File: src/rtl/layer9_train_sequencer_if.sv
// Sample/result handshake bundle for layer9_train_sequencer, plus the shared
// element type used for layer inputs and outputs.
//
// Handshake semantics (both channels): a transfer happens on a rising clock
// edge where valid && ready are both 1. A valid source holds its payload
// stable until that edge; ready never depends combinationally on valid.

package layer9_train_sequencer_pkg;
    // One layer activation / target value, unsigned fixed point 0..1.
    typedef logic [7:0] zero2one_t;
    // Sum of nine |target - out| terms fits in 4 extra bits.
    localparam int unsigned ERR_W = $bits(zero2one_t) + 4;
endpackage

interface layer9_train_sequencer_if #(parameter int N = 16);
    import layer9_train_sequencer_pkg::*;

    // Sample channel: feeder -> sequencer
    logic                    s_valid;
    logic                    s_ready;
    logic                    s_train;
    zero2one_t [N-1:0]       s_in;
    zero2one_t [8:0]         s_target;

    // Result channel: sequencer -> consumer
    logic                    r_valid;
    logic                    r_ready;
    zero2one_t [8:0]         r_out;
    logic [ERR_W-1:0]        r_err;

    modport master (
        output s_valid, s_train, s_in, s_target, r_ready,
        input  s_ready, r_valid, r_out, r_err
    );

    modport slave (
        input  s_valid, s_train, s_in, s_target, r_ready,
        output s_ready, r_valid, r_out, r_err
    );
endinterface

File: src/rtl/layer9_train_sequencer.sv
// layer9_train_sequencer: drives one 9-output learning layer through
// accept -> forward settle -> capture -> optional learn -> respond.
// Optional feature: define LAYER9_SEQ_ERRACC_EN to add a saturating 32-bit
// accumulator of r_err over completed results (port err_acc).

module layer9_train_sequencer
    import layer9_train_sequencer_pkg::*;
#(
    parameter int N       = 16,
    parameter int FWD_LAT = 2
) (
    input  logic                  clock,
    input  logic                  reset_n,
    layer9_train_sequencer_if.slave sif,
    input  logic                  flush,
    output logic                  layer_valid,
    output logic                  layer_learn,
    output zero2one_t [N-1:0]     layer_in,
    output zero2one_t [8:0]       layer_expected_out,
    input  zero2one_t [8:0]       layer_out,
    output logic [15:0]           sample_cnt,
    output logic [15:0]           learn_cnt,
    output logic [2:0]            dbg_state
`ifdef LAYER9_SEQ_ERRACC_EN
    ,
    output logic [31:0]           err_acc
`endif
);

    typedef enum logic [2:0] {
        ST_IDLE  = 3'd0,
        ST_FWD   = 3'd1,
        ST_CAPT  = 3'd2,
        ST_LEARN = 3'd3,
        ST_RESP  = 3'd4
    } state_t;

    state_t            state_q, state_d;
    logic [3:0]        fwd_cnt;
    logic              train_q;
    zero2one_t [N-1:0] in_q;
    zero2one_t [8:0]   tgt_q;
    zero2one_t [8:0]   r_out_q;
    logic [ERR_W-1:0]  r_err_q;
    logic [ERR_W-1:0]  err_sum;
    logic [15:0]       sample_cnt_q;
    logic [15:0]       learn_cnt_q;

    // flush suppresses every side effect of the current cycle.
    logic accept, handshake, fwd_last;
    assign accept    = (state_q == ST_IDLE) && sif.s_valid && !flush;
    assign handshake = (state_q == ST_RESP) && sif.r_ready && !flush;
    assign fwd_last  = (fwd_cnt == 4'(FWD_LAT - 1));

    // State register.
    always_ff @(posedge clock or negedge reset_n) begin
        if (!reset_n) state_q <= ST_IDLE;
        else          state_q <= state_d;
    end

    // Next-state logic; flush forces IDLE from any state.
    always_comb begin
        state_d = state_q;
        case (state_q)
            ST_IDLE:  if (sif.s_valid) state_d = ST_FWD;
            ST_FWD:   if (fwd_last) state_d = ST_CAPT;
            ST_CAPT:  state_d = train_q ? ST_LEARN : ST_RESP;
            ST_LEARN: state_d = ST_RESP;
            ST_RESP:  if (sif.r_ready) state_d = ST_IDLE;
            default:  state_d = ST_IDLE;
        endcase
        if (flush) state_d = ST_IDLE;
    end

    // Outputs decoded from the registered state only.
    always_comb begin
        sif.s_ready = (state_q == ST_IDLE);
        sif.r_valid = (state_q == ST_RESP);
        layer_valid = (state_q == ST_FWD) || (state_q == ST_CAPT) || (state_q == ST_LEARN);
        layer_learn = (state_q == ST_LEARN);
    end

    // Error of the current layer output against the held target.
    always_comb begin
        err_sum = '0;
        for (int k = 0; k < 9; k++) begin
            if (tgt_q[k] >= layer_out[k]) err_sum = err_sum + ERR_W'(tgt_q[k] - layer_out[k]);
            else                          err_sum = err_sum + ERR_W'(layer_out[k] - tgt_q[k]);
        end
    end

    // Sample registers, forward counter, result capture and counters.
    always_ff @(posedge clock or negedge reset_n) begin
        if (!reset_n) begin
            in_q         <= '0;
            tgt_q        <= '0;
            train_q      <= 1'b0;
            fwd_cnt      <= '0;
            r_out_q      <= '0;
            r_err_q      <= '0;
            sample_cnt_q <= '0;
            learn_cnt_q  <= '0;
        end else begin
            if (accept) begin
                in_q    <= sif.s_in;
                tgt_q   <= sif.s_target;
                train_q <= sif.s_train;
                fwd_cnt <= '0;
            end else if (state_q == ST_FWD && !flush) begin
                fwd_cnt <= fwd_cnt + 4'd1;
            end
            if (state_q == ST_CAPT && !flush) begin
                r_out_q <= layer_out;
                r_err_q <= err_sum;
            end
            if (state_q == ST_LEARN && !flush) learn_cnt_q <= learn_cnt_q + 16'd1;
            if (handshake) sample_cnt_q <= sample_cnt_q + 16'd1;
        end
    end

    assign layer_in           = in_q;
    assign layer_expected_out = tgt_q;
    assign sif.r_out          = r_out_q;
    assign sif.r_err          = r_err_q;
    assign sample_cnt         = sample_cnt_q;
    assign learn_cnt          = learn_cnt_q;
    assign dbg_state          = state_q;

`ifdef LAYER9_SEQ_ERRACC_EN
    logic [31:0] acc_q;
    logic [32:0] acc_sum;
    assign acc_sum = {1'b0, acc_q} + 33'(r_err_q);

    // Saturating running error total; cleared by flush.
    always_ff @(posedge clock or negedge reset_n) begin
        if (!reset_n)       acc_q <= '0;
        else if (flush)     acc_q <= '0;
        else if (handshake) acc_q <= acc_sum[32] ? 32'hFFFF_FFFF : acc_sum[31:0];
    end

    assign err_acc = acc_q;
`endif

endmodule
File: src/flat_wrapper.sv
// flat-port wrapper written by rule: the top's interface ports become plain ports
module layer9_train_sequencer_flat import layer9_train_sequencer_pkg::*;
#(
    parameter int N       = 16,
    parameter int FWD_LAT = 2
)
  (clock, reset_n, flush, layer_valid, layer_learn, layer_in, layer_expected_out, layer_out, sample_cnt, learn_cnt, dbg_state, sif_s_valid, sif_s_train, sif_s_in, sif_s_target, sif_r_ready, sif_s_ready, sif_r_valid, sif_r_out, sif_r_err);
  layer9_train_sequencer_if #(.N(N)) sif_i ();
  input  logic clock;
  input  logic reset_n;
  input  logic flush;
  output logic layer_valid;
  output logic layer_learn;
  output zero2one_t [N-1:0] layer_in;
  output zero2one_t [8:0] layer_expected_out;
  input  zero2one_t [8:0] layer_out;
  output logic [15:0] sample_cnt;
  output logic [15:0] learn_cnt;
  output logic [2:0] dbg_state;
  input wire logic [$bits(sif_i.s_valid)-1:0] sif_s_valid;
  input wire logic [$bits(sif_i.s_train)-1:0] sif_s_train;
  input wire logic [$bits(sif_i.s_in)-1:0] sif_s_in;
  input wire logic [$bits(sif_i.s_target)-1:0] sif_s_target;
  input wire logic [$bits(sif_i.r_ready)-1:0] sif_r_ready;
  output wire logic [$bits(sif_i.s_ready)-1:0] sif_s_ready;
  output wire logic [$bits(sif_i.r_valid)-1:0] sif_r_valid;
  output wire logic [$bits(sif_i.r_out)-1:0] sif_r_out;
  output wire logic [$bits(sif_i.r_err)-1:0] sif_r_err;
  assign sif_i.s_valid = sif_s_valid;
  assign sif_i.s_train = sif_s_train;
  assign sif_i.s_in = sif_s_in;
  assign sif_i.s_target = sif_s_target;
  assign sif_i.r_ready = sif_r_ready;
  assign sif_s_ready = sif_i.s_ready;
  assign sif_r_valid = sif_i.r_valid;
  assign sif_r_out = sif_i.r_out;
  assign sif_r_err = sif_i.r_err;
  layer9_train_sequencer #(.N(N), .FWD_LAT(FWD_LAT)) u_core (.clock(clock), .reset_n(reset_n), .sif(sif_i), .flush(flush), .layer_valid(layer_valid), .layer_learn(layer_learn), .layer_in(layer_in), .layer_expected_out(layer_expected_out), .layer_out(layer_out), .sample_cnt(sample_cnt), .learn_cnt(learn_cnt), .dbg_state(dbg_state));
endmodule
File: config.mk
export PLATFORM = sky130hd
export DESIGN_NAME = layer9_train_sequencer_flat
export DESIGN_NICKNAME = d
export VERILOG_FILES = /design/src/rtl/layer9_train_sequencer_if.sv /design/src/rtl/layer9_train_sequencer.sv /design/src/flat_wrapper.sv
export SDC_FILE = /design/constraint.sdc
export NUM_CORES = 1
export LEC_CHECK = 0
export ABC_AREA = 1
export BUFFER_PORTS_ARGS = -buffer_cell sky130_fd_sc_hd__buf_2
export CORE_AREA = 2 2 230 232
export CTS_CLUSTER_DIAMETER = 80
export DETAILED_ROUTE_END_ITERATION = 8
export DIE_AREA = 0 0 232 234
export PLACE_DENSITY = 0.74
export SYNTH_ARGS = -nofsm -noshare
export SYNTH_HDL_FRONTEND = slang
export SYNTH_SLANG_ARGS = --single-unit
File: constraint.sdc
create_clock -name clock -period 10.9 [get_ports clock]
set_input_delay 1.09 -clock clock [delete_from_list [all_inputs] [get_ports clock]]
set_output_delay 1.09 -clock clock [all_outputs]
set_load 0.1 [all_outputs]
==> reports/summary.txt <==
H-tree depth: 2
CP top delay family: adder cells
Die height: 234 microns
Clock transition at path regs: 0.06 ns
Hold Crit Class: register to register
Initial antenna violation count: 15
ANT nets after route: 0
Worst path depth: 51
YS warnings: 0
CP required: 11.35 ns
Slowest CP cell: ha_1
Drt first pass iters: 5
Top cell type's share of synthesized area: 36.94%
WL met2: 29410 microns
Setup CP Type: input pin to register
Tmin final: 9.736 ns
Routed metal-1 wirelength: 28860 microns
Cell count after placement: 4063
WL met3: 4107 microns
Post-route insts no fill: 4142
Leading area contributor after synthesis: dfrtp_1
Routed WL: 64960 microns
Setup TNS: 0 ns
Netlist cell types: 49
Max Slew Vio Count: 0
Remaining DRCs: 0
Register area share after synthesis: 36.94%
Final nets: 3954
Clock buffer count from CTS: 39
Post-Syn Instances: 2835
Period utilization: 89.32%
CTS Sinks: 324
Fmax achieved: 102.7 MHz
FF-to-FF Start: u_core.layer_expected_out[12]$_DFFE_PN0P_
Input/output buffers: 600
Critical path's largest stage delay: 0.36 ns
Starting DRT DRC Count: 1002
Clk Tree Root Cell: clkbuf_16
Placer Congestion: 0.9096
Post-CTS Setup Inserts: 0
Total GRT Usage: 23.36%
Dpl hpwl: 52080 microns
Synth cell count leaders: nand2_1, inv_1, dfrtp_1
CTS Buffer Depth: 3
Startpoint Class: input pin
Pin count of the biggest net entering global routing: 112
Synth Register Bits: 324
DR vias/cell: 4.851
Synth top area cells: dfrtp_1, nand2_1, ha_1
Die width: 232 microns
Cts hold-fix bufs: 0
Area Growth Syn to Fin: 22.99%
Vias in the first global route: 19.13k
Syn Area/Cell: 7.742 sq um
Worst Tran Pin Value: 1.091 ns
Reg2reg setup slack: 1.33 ns
Critical-path maximum fanout: 13
Post-CTS sizing: 0
I/O pin total: 601
Layout cells sized above 1: 20.67%
Starting Density: 42.19%
Async set-reset flop share out of synthesis: 100.0%
Post-synth top flop: dfrtp_1
Crit path to: u_core.sif.r_err[11]$_DFFE_PN0P_
Top routing layer in use: met5
Gr ovfl total: 0
Status: finished clean
Global-route wire length before repair: 101000 microns
CP startpoint: layer_out[12]
WP buf/inv: 9
Final setup violation count: 0
R2R Path End: u_core.sif.r_err[11]$_DFFE_PN0P_
Clock Skews: 0.02041 ns
Worst skew pair latency: 0.56 ns
Die Area: 0.05429 sq mm
Maxcap violations: 0
Vias: 20.09k
Number of synthesized flops with an enable pin: 0
CTS tree: built
Core region area: 0.05202 sq mm
Slew HR: 27.28%
RSZ-0062 raised after global routing: no
Critical Path Sink Type: register
Critical path data arrival time: 10.18 ns
Routed WL per cell: 15.68 microns
FP Rows: 84
Hold Vio Cnt, Final: 0
Post-synthesis net count: 3373
Mapped cell area: 0.02195 sq mm
Worst r2r path cells: 51
Critical path's most frequent cell: ha_1
Count leader, synth: nand2_1
-- metal layers --
layer	up-vias	track usage (%)
li1	10180	-
met1	9238	30.76
met2	538	37.28
met3	123	5.593
met4	14	8.854
met5	-	0
-- through the flow --
step / utilization [%] / hold slack [ns] / setup WS (ns) / area, sq um
floorplan: - / 0.5127 / 1.595 / 21950
global placement: 49.21 / 0.4491 / 0.8348 / 25600
detailed placement: 49.21 / 0.4530 / 0.5893 / 25600
CTS: 51.85 / 0.4676 / 1.169 / 26970
global route: 51.86 / 0.4810 / 0.06122 / 26980
finish: 51.89 / 0.4648 / 1.164 / 27000
-- cell usage in the layout (no fill, tap or decap), types with 4 or more instances in the layout --
cell and count:
bufinv_16 5, dfrtp_1 324, inv_2 8, nand2_2 12
xor2_1 100, nand2_1 864, a221oi_1 5, fa_1 26
o211ai_1 5, diode_2 9, clkbuf_8 7, a211oi_1 8
a21oi_1 173, buf_2 599, xnor2_1 48, nor3_1 13
nor2_1 82, clkinv_2 6, ha_1 234, a31oi_1 15
o21ai_0 245, a21o_1 11, clkbuf_1 5, inv_1 422
nor4_1 7, o221ai_1 5, mux2i_1 4, o21bai_1 11
o22ai_1 5, buf_4 10, o21ai_1 7, nand3_1 84
clkbuf_16 39, inv_6 4, nand4_1 8
-- registers in the layout (all words and copies together) (netlist names) --
| register | count |
|---|---|
| u_core.dbg_state | 3 |
| u_core.fwd_cnt | 4 |
| u_core.layer_expected_out | 72 |
| u_core.layer_in | 128 |
| u_core.learn_cnt | 16 |
| u_core.sample_cnt | 16 |
| u_core.sif.r_err | 12 |
| u_core.sif.r_out | 72 |
| u_core.train_q | 1 |
-- worst reg2reg max path: cells and delay by family, from the launching register on --
family          cells  cell delay [ns]
compound gates     14             2.88
fa+ha+maj           9             2.98
simple gates       10             0.99
xor+xnor            9             1.66
flops               1             0.38
buf+inv             9             0.57
-- worst min-delay path by stage --
stage	startpoint	end	slack, ns	depth (start not counted)
detailed placement	u_core.layer_in[77]$_DFFE_PN0P_	u_core.layer_in[77]$_DFFE_PN0P_	0.45	2
CTS	u_core.layer_in[77]$_DFFE_PN0P_	u_core.layer_in[77]$_DFFE_PN0P_	0.47	2
global route	u_core.layer_in[95]$_DFFE_PN0P_	u_core.layer_in[95]$_DFFE_PN0P_	0.48	2
floorplan	u_core.train_q$_DFFE_PN0P_	u_core.train_q$_DFFE_PN0P_	0.51	2
global placement	u_core.layer_in[102]$_DFFE_PN0P_	u_core.layer_in[102]$_DFFE_PN0P_	0.45	2
finish	u_core.layer_in[89]$_DFFE_PN0P_	u_core.layer_in[89]$_DFFE_PN0P_	0.46	2
-- cell families after synthesis --
group	synth area share (%)
and+or+nand+nor	19.84
AOI/OAI and AO/OA	12.52
buffers and inverters	8.778
DFF	36.94
adders and majority gates	15.71
xor gates and xnor gates	5.980
muxes	0.2337
-- area by class of cell --
type | count | area, sq um
Inverter | 432 | 1627
Clock buffer | 51 | 1091
Clock inverter | 19 | 279.0
Antenna cell | 9 | 22.52
Sequential cell | 324 | 8108
Multi-Input combinational cell | 2009 | 11920
Fill cell | 5052 | 25030
Timing Repair Buffer | 610 | 3088
Tap cell | 688 | 860.8
Power is not shown: default switching activity piles up to over one toggle a cycle in this logic, so the estimate is an artifact.
